`config.mk`:
```
export PLATFORM = sky130hd
export DESIGN_NAME = stopwatch_display
export DESIGN_NICKNAME = d
export VERILOG_FILES = /design/src/rtl/stopwatch_pkg.sv /design/src/rtl/stopwatch_display_seg7_decode.sv /design/src/rtl/stopwatch_display.sv
export SDC_FILE = /design/constraint.sdc
export NUM_CORES = 1
export LEC_CHECK = 0
export BUFFER_PORTS_ARGS = -buffer_cell sky130_fd_sc_hd__buf_2
export CAP_MARGIN = 0
export CORE_ASPECT_RATIO = 1.25
export CORE_MARGIN = 2
export CORE_UTILIZATION = 37
export DETAILED_ROUTE_END_ITERATION = 10
export GPL_TIMING_DRIVEN = 0
export PLACE_DENSITY = 0.65
export SYNTH_ARGS = -nofsm -noshare
export SYNTH_HDL_FRONTEND = slang
export SYNTH_SLANG_ARGS = --single-unit
```
`constraint.sdc`:
```
create_clock -name clk -period 3.1 [get_ports clk]
set_clock_uncertainty 0.05 [all_clocks]
set_input_delay 0.155 -clock clk [delete_from_list [all_inputs] [get_ports clk]]
set_output_delay 0.155 -clock clk [all_outputs]
set_load 0.01 [all_outputs]
```
`src/rtl/stopwatch_pkg.sv`:
```
// Shared definitions for the stopwatch display path.
//   SEG_BLANK / SEG_DASH : active-low segment patterns {g,f,e,d,c,b,a}
//   digit_seg()          : active-low pattern for BCD digit 0..9
//   digit_idx_t          : scan slot index (0 = sec ones .. 3 = min tens)
package stopwatch_pkg;

  localparam logic [6:0] SEG_BLANK = 7'h7F;
  localparam logic [6:0] SEG_DASH  = 7'b0111111;

  typedef logic [1:0] digit_idx_t;

  localparam digit_idx_t IDX_SEC_ONES = 2'd0;
  localparam digit_idx_t IDX_MIN_ONES = 2'd2;
  localparam digit_idx_t IDX_LAST     = 2'd3;

  function automatic logic [6:0] digit_seg(input logic [3:0] d);
    logic [6:0] s;
    case (d)
      4'd0:    s = 7'h40;
      4'd1:    s = 7'h79;
      4'd2:    s = 7'h24;
      4'd3:    s = 7'h30;
      4'd4:    s = 7'h19;
      4'd5:    s = 7'h12;
      4'd6:    s = 7'h02;
      4'd7:    s = 7'h78;
      4'd8:    s = 7'h00;
      4'd9:    s = 7'h10;
      default: s = SEG_BLANK;
    endcase
    return s;
  endfunction

endpackage

```
`src/rtl/stopwatch_display_seg7_decode.sv`:
```
// Combinational BCD to seven-segment decoder.
//   digit : BCD value 0..9 (10..15 decode as blank)
//   blank : force all segments off (takes priority over dash)
//   dash  : show a single dash (segment g)
//   seg   : active-low segments {g,f,e,d,c,b,a}
module seg7_decode
  import stopwatch_pkg::*;
(
  input  logic [3:0] digit,
  input  logic       blank,
  input  logic       dash,
  output logic [6:0] seg
);

  always_comb begin
    seg = SEG_BLANK;
    if (blank)     seg = SEG_BLANK;
    else if (dash) seg = SEG_DASH;
    else           seg = digit_seg(digit);
  end

endmodule

```
`src/rtl/stopwatch_display.sv`:
```
// Four-digit multiplexed MM.SS display driver with adjust-mode field flashing.
//   clk, rst_n : clock, asynchronous active-low reset
//   sec, min   : counter values, 0..59 legal; 60..63 render as dashes
//   adj, sel   : adjust mode / field select (1 = seconds, 0 = minutes)
//   seg, dp, an: registered active-low segment, decimal point and anode drives
module stopwatch_display
  import stopwatch_pkg::*;
#(
  parameter int REFRESH_DIV = 100000,
  parameter int BLINK_DIV   = 25000000
) (
  input  logic       clk,
  input  logic       rst_n,
  input  logic [5:0] sec,
  input  logic [5:0] min,
  input  logic       adj,
  input  logic       sel,
  output logic [6:0] seg,
  output logic       dp,
  output logic [3:0] an
);

  localparam int RW = (REFRESH_DIV > 1) ? $clog2(REFRESH_DIV) : 1;
  localparam int BW = $clog2(BLINK_DIV);
  localparam logic [RW-1:0] RMAX = RW'(REFRESH_DIV - 1);
  localparam logic [BW-1:0] BMAX = BW'(BLINK_DIV - 1);

  logic [RW-1:0] rcnt;
  logic [BW-1:0] bcnt;
  digit_idx_t    idx;
  logic          ghost;     // next output cycle is the anti-ghosting gap
  logic          first;     // first clock after reset release
  logic          phase_on;
  logic [5:0]    snap_sec, snap_min;

  logic          tick;
  logic          snap_ld;
  logic [5:0]    val;
  logic [3:0]    digit;
  logic          field_sec;
  logic          blank;
  logic [6:0]    dec_seg;

  assign tick    = (rcnt == RMAX);
  // Whole frame comes from one sample: load only when the scan restarts.
  assign snap_ld = first | (tick & (idx == IDX_LAST));

  // Refresh, scan index and snapshot
  always_ff @(posedge clk or negedge rst_n) begin
    if (!rst_n) begin
      rcnt     <= '0;
      idx      <= IDX_SEC_ONES;
      first    <= 1'b1;
      snap_sec <= '0;
      snap_min <= '0;
    end else begin
      first <= 1'b0;
      rcnt  <= tick ? '0 : rcnt + 1'b1;
      if (tick) idx <= idx + 1'b1;
      if (snap_ld) begin
        snap_sec <= sec;
        snap_min <= min;
      end
    end
  end

  // Blink timer: parked at 0 / ON whenever adjust is off, so entering
  // adjust always starts with a full visible phase.
  always_ff @(posedge clk or negedge rst_n) begin
    if (!rst_n) begin
      bcnt     <= '0;
      phase_on <= 1'b1;
    end else if (!adj) begin
      bcnt     <= '0;
      phase_on <= 1'b1;
    end else if (bcnt == BMAX) begin
      bcnt     <= '0;
      phase_on <= ~phase_on;
    end else begin
      bcnt <= bcnt + 1'b1;
    end
  end

  // Digit select and BCD split on the snapshot
  always_comb begin
    field_sec = ~idx[1];
    val       = field_sec ? snap_sec : snap_min;
    digit     = idx[0] ? 4'(val / 6'd10) : 4'(val % 6'd10);
    blank     = adj & ~phase_on & (sel == field_sec);
  end

  seg7_decode u_dec (
    .digit (digit),
    .blank (blank),
    .dash  (val >= 6'd60),
    .seg   (dec_seg)
  );

  // Output registers. ghost starts set so the first cycle after reset is
  // a gap cycle, same as every cycle following a tick.
  always_ff @(posedge clk or negedge rst_n) begin
    if (!rst_n) begin
      ghost <= 1'b1;
      an    <= 4'b1111;
      seg   <= SEG_BLANK;
      dp    <= 1'b1;
    end else begin
      ghost <= tick;
      if (ghost) begin
        an  <= 4'b1111;
        seg <= SEG_BLANK;
        dp  <= 1'b1;
      end else begin
        an  <= ~(4'b0001 << idx);
        seg <= dec_seg;
        dp  <= (idx != IDX_MIN_ONES);
      end
    end
  end

endmodule

```
==> run metrics <==
largest net degree at the start of global routing 71; Critical Path Stages 14; CTS root buf clkbuf_16; total power draw 0.00261 W; delay of the slowest critical-path stage 440 ps; VDD IR max 0.000241 V; crit path time final 3120 ps; CORE AREA 10200 µm²; GRT Total Usage 15.5%; hold depth 2; worst relative slew slack 41.7%; antenna violations before repair 0; Detailed Place HPWL 5.58 mm; gpl congestion 0.872; Final WS setup -18.5 ps; largest area contributor in the netlist dfrtp_1; Worst Setup Start Kind flip-flop; DRC Markers 0; reg2reg path depth 14; status finished, violations left; Finish-stage setup viols 1; Ys Warns 0; clk slew on worst S/H paths 60 ps; predominant post-synthesis flop cell dfrtp_1; first-pass GRT wire length 13.8 mm; Largest delay share family, worst path compound AO/OA/AOI/OAI gates; unrepaired setup endpoints after global routing yes; share of async-settable or async-resettable flops after synthesis 100%; post-synth cell types 68; Tightest Hold Check Type input pin to flip-flop; Design Area, Final 4870 µm²; Overflow after GRT 0; Worst Path Required 3310 ps; drt pass-1 iters 4; worst path cell trace mux2_4, inv_6, ha_4, or2b_4, a211oi_2, o21ai_1, a32oi_1, o221a_2, a211o_1, ha_4, nand2_2, a311oi_2, nor4_1, o21ai_1; dpl ws -486 ps; worst-margin pin slew 875 ps; layout cell share with drive strength beyond 1 30.3%; Pint 0.00190 W; maximum clock path buffer count 2; Syn Std Cell Area 3900 µm²; max_cap viols 0; Mapped Cells 377; setup TNS -18.5 ps; Post-DP Area 4230 µm²; PD cells 537 nW/µm²; Routed WL 8.45 mm; Gate power share 21.0%; antenna cells 0; post-synthesis sequential area ratio 45.4%; final cycle utilization of the critical path 101%; P_leak 2.08 nW; switch share 27.4%; crit path max-delay cell type dfrtp_2; Synth top area share 36.0%; net switching power figure 0.000715 W; H-tree depth 3; Setup CP Type flip-flop to flip-flop; row count 41; Starting Density 38.4%; Skew-Pair Late Insertion Delay 340 ps; Slew Viols, Final 0; number of synthesized flops with an enable pin 0; Worst Setup End Kind flip-flop; syn nets 405; sequential group share of total power 39.4%; DRT iter0 DRCs 155; Die W 95.8 µm; WL/cell 14.6 µm; clock sinks 70; Post-Place Cells 533; area grow syn2layout 24.9%; via count 3009; vias in the first global route 2974; worst path arrival time 3330 ps; CP Buf/Inv Count 1; post-route insts no fill 578; Antenna Nets Post-Route 0; CTS buffer count 9; violated checks setup timing; CTS tree built; Syn Area/Cell 10.3 µm²; Ports 28; Nets 472; Max Fclk 321 MHz; die area 11400 µm²; Clock Power Share 39.6%; Max FO, Critical Path 4; final hold vios 0; synthesized flop and latch total 70; I/O Buffers 27; Vias per Instance 5.21; Die Y 119 µm; Synth area leaders dfrtp_1 (36%), dfstp_2 (9.4%), xor2_1 (5.6%), nor2_1 (5.0%), mux2_2 (4.0%)
[final timing paths]
path                              start     endpoint  slack [ps]
worst max-delay path             idx[1]       seg[6]         -20
worst min-delay path             sec[0]  snap_sec[0]           5
worst max register to register   idx[1]       seg[6]         -20
worst min register to register  rcnt[0]      rcnt[0]         440
max in group asynchronous         rst_n       idx[1]        1940
min in group asynchronous         rst_n      bcnt[7]         430
[power by group through the flow]
| stage | Clock [W] | Sequential [W] | Combinational, W |
|---|---|---|---|
| floorplan | 0 | 0.00106 | 0.000300 |
| global placement | 0 | 0.00104 | 0.000444 |
| detailed placement | 0 | 0.00104 | 0.000453 |
| CTS | 0.00106 | 0.00103 | 0.000514 |
| global route | 0.00110 | 0.00104 | 0.000602 |
| finish | 0.00103 | 0.00103 | 0.000549 |
[synth_stat cells (all sizes together) (8+ instances only)]
master and instances:
a21oi 9, and3 8, dfrtp 56, dfstp 14
ha 12, inv 11, mux2 17, nand2 28
nand3 19, nor2 52, nor3 8, o21ai 12
xnor2 15, xor2 25
[cell usage in the layout (no fill, tap or decap), drive strengths merged, types with 3 or more instances in the layout]
cell	netlist	final
dfrtp	56	56
buf	7	53
nor2	52	52
nand2	28	28
xor2	25	25
nand3	19	19
mux2	17	17
clkbuf	5	16
xnor2	15	15
dfstp	14	14
ha	12	12
o21ai	12	12
inv	11	11
dlygate4sd3	0	10
a21oi	9	9
and3	8	8
nor3	8	8
mux2i	7	8
nand4	7	7
nor4	7	7
nand2b	5	5
a21o	4	4
or4	3	3
a311oi	3	3
or3	3	3
clkinv	1	3
[state kept, by name, indices dropped and copies added, names as in the netlist]
| register | cells |
|---|---|
| snap_min | 6 |
| snap_sec | 6 |
| idx | 2 |
| ghost | 1 |
| seg | 7 |
| first | 1 |
| rcnt | 17 |
| phase_on | 1 |
| an | 4 |
| bcnt | 25 |
[cells by family (layout without fill, tap and decap cells)]
| logic type | Yosys count | in the layout | share of synthesized area [%] |
|---|---|---|---|
| multiplexers | 24 | 25 | 7.32 |
| flip-flops | 70 | 70 | 45.4 |
| AND/OR/NAND/NOR | 149 | 149 | 18.9 |
| XOR/XNOR | 40 | 40 | 8.99 |
| AO/OA/AOI/OAI | 57 | 57 | 12.3 |
| buffers and inverters | 24 | 95 | 3.21 |
| adder cells (fa/ha/maj) | 12 | 12 | 3.85 |
| other | 1 | 1 | 0.0962 |
[repair_timing]
action | in CTS | in global routing
setup endpoints to repair | 7 | 7
pin swaps | 8 | 16
gates resized for setup | 16 | 12
hold buffers | 10 | 0
cloned | 0 | 1
endpoints found under the hold margin | 65 | 0
buffers inserted | 13 | 8
[metrics by stage]
| step | util, % | hold WS (ps) |
|---|---|---|
| finish | 47.9 | 5.47 |
| floorplan | - | -191 |
| detailed placement | 41.6 | 292 |
| CTS | 47.0 | 0.796 |
| global route | 47.9 | 5.63 |
| global placement | 41.6 | 285 |
[cell type report]
type	count	area, µm²
well taps	129	161
plain buffers	9	70.1
flip-flops and latches	70	1770
inverters	12	52.6
fillers	912	5290
clock buffers	12	246
clock inverters	4	47.5
repair buffers	58	399
multi-input cells	284	2120
[per-layer routing]
layer  global-route usage (%)  vias to the layer above  part of all wire, %
li1                         -                     1463                    -
met5                        0                        -                    0
met2                     25.8                       58                   52
met3                     4.40                       10                  3.4
met1                     18.3                     1478                   43
met4                     6.34                        0                  1.9
Note: power is estimated with default switching activity, not from simulation.
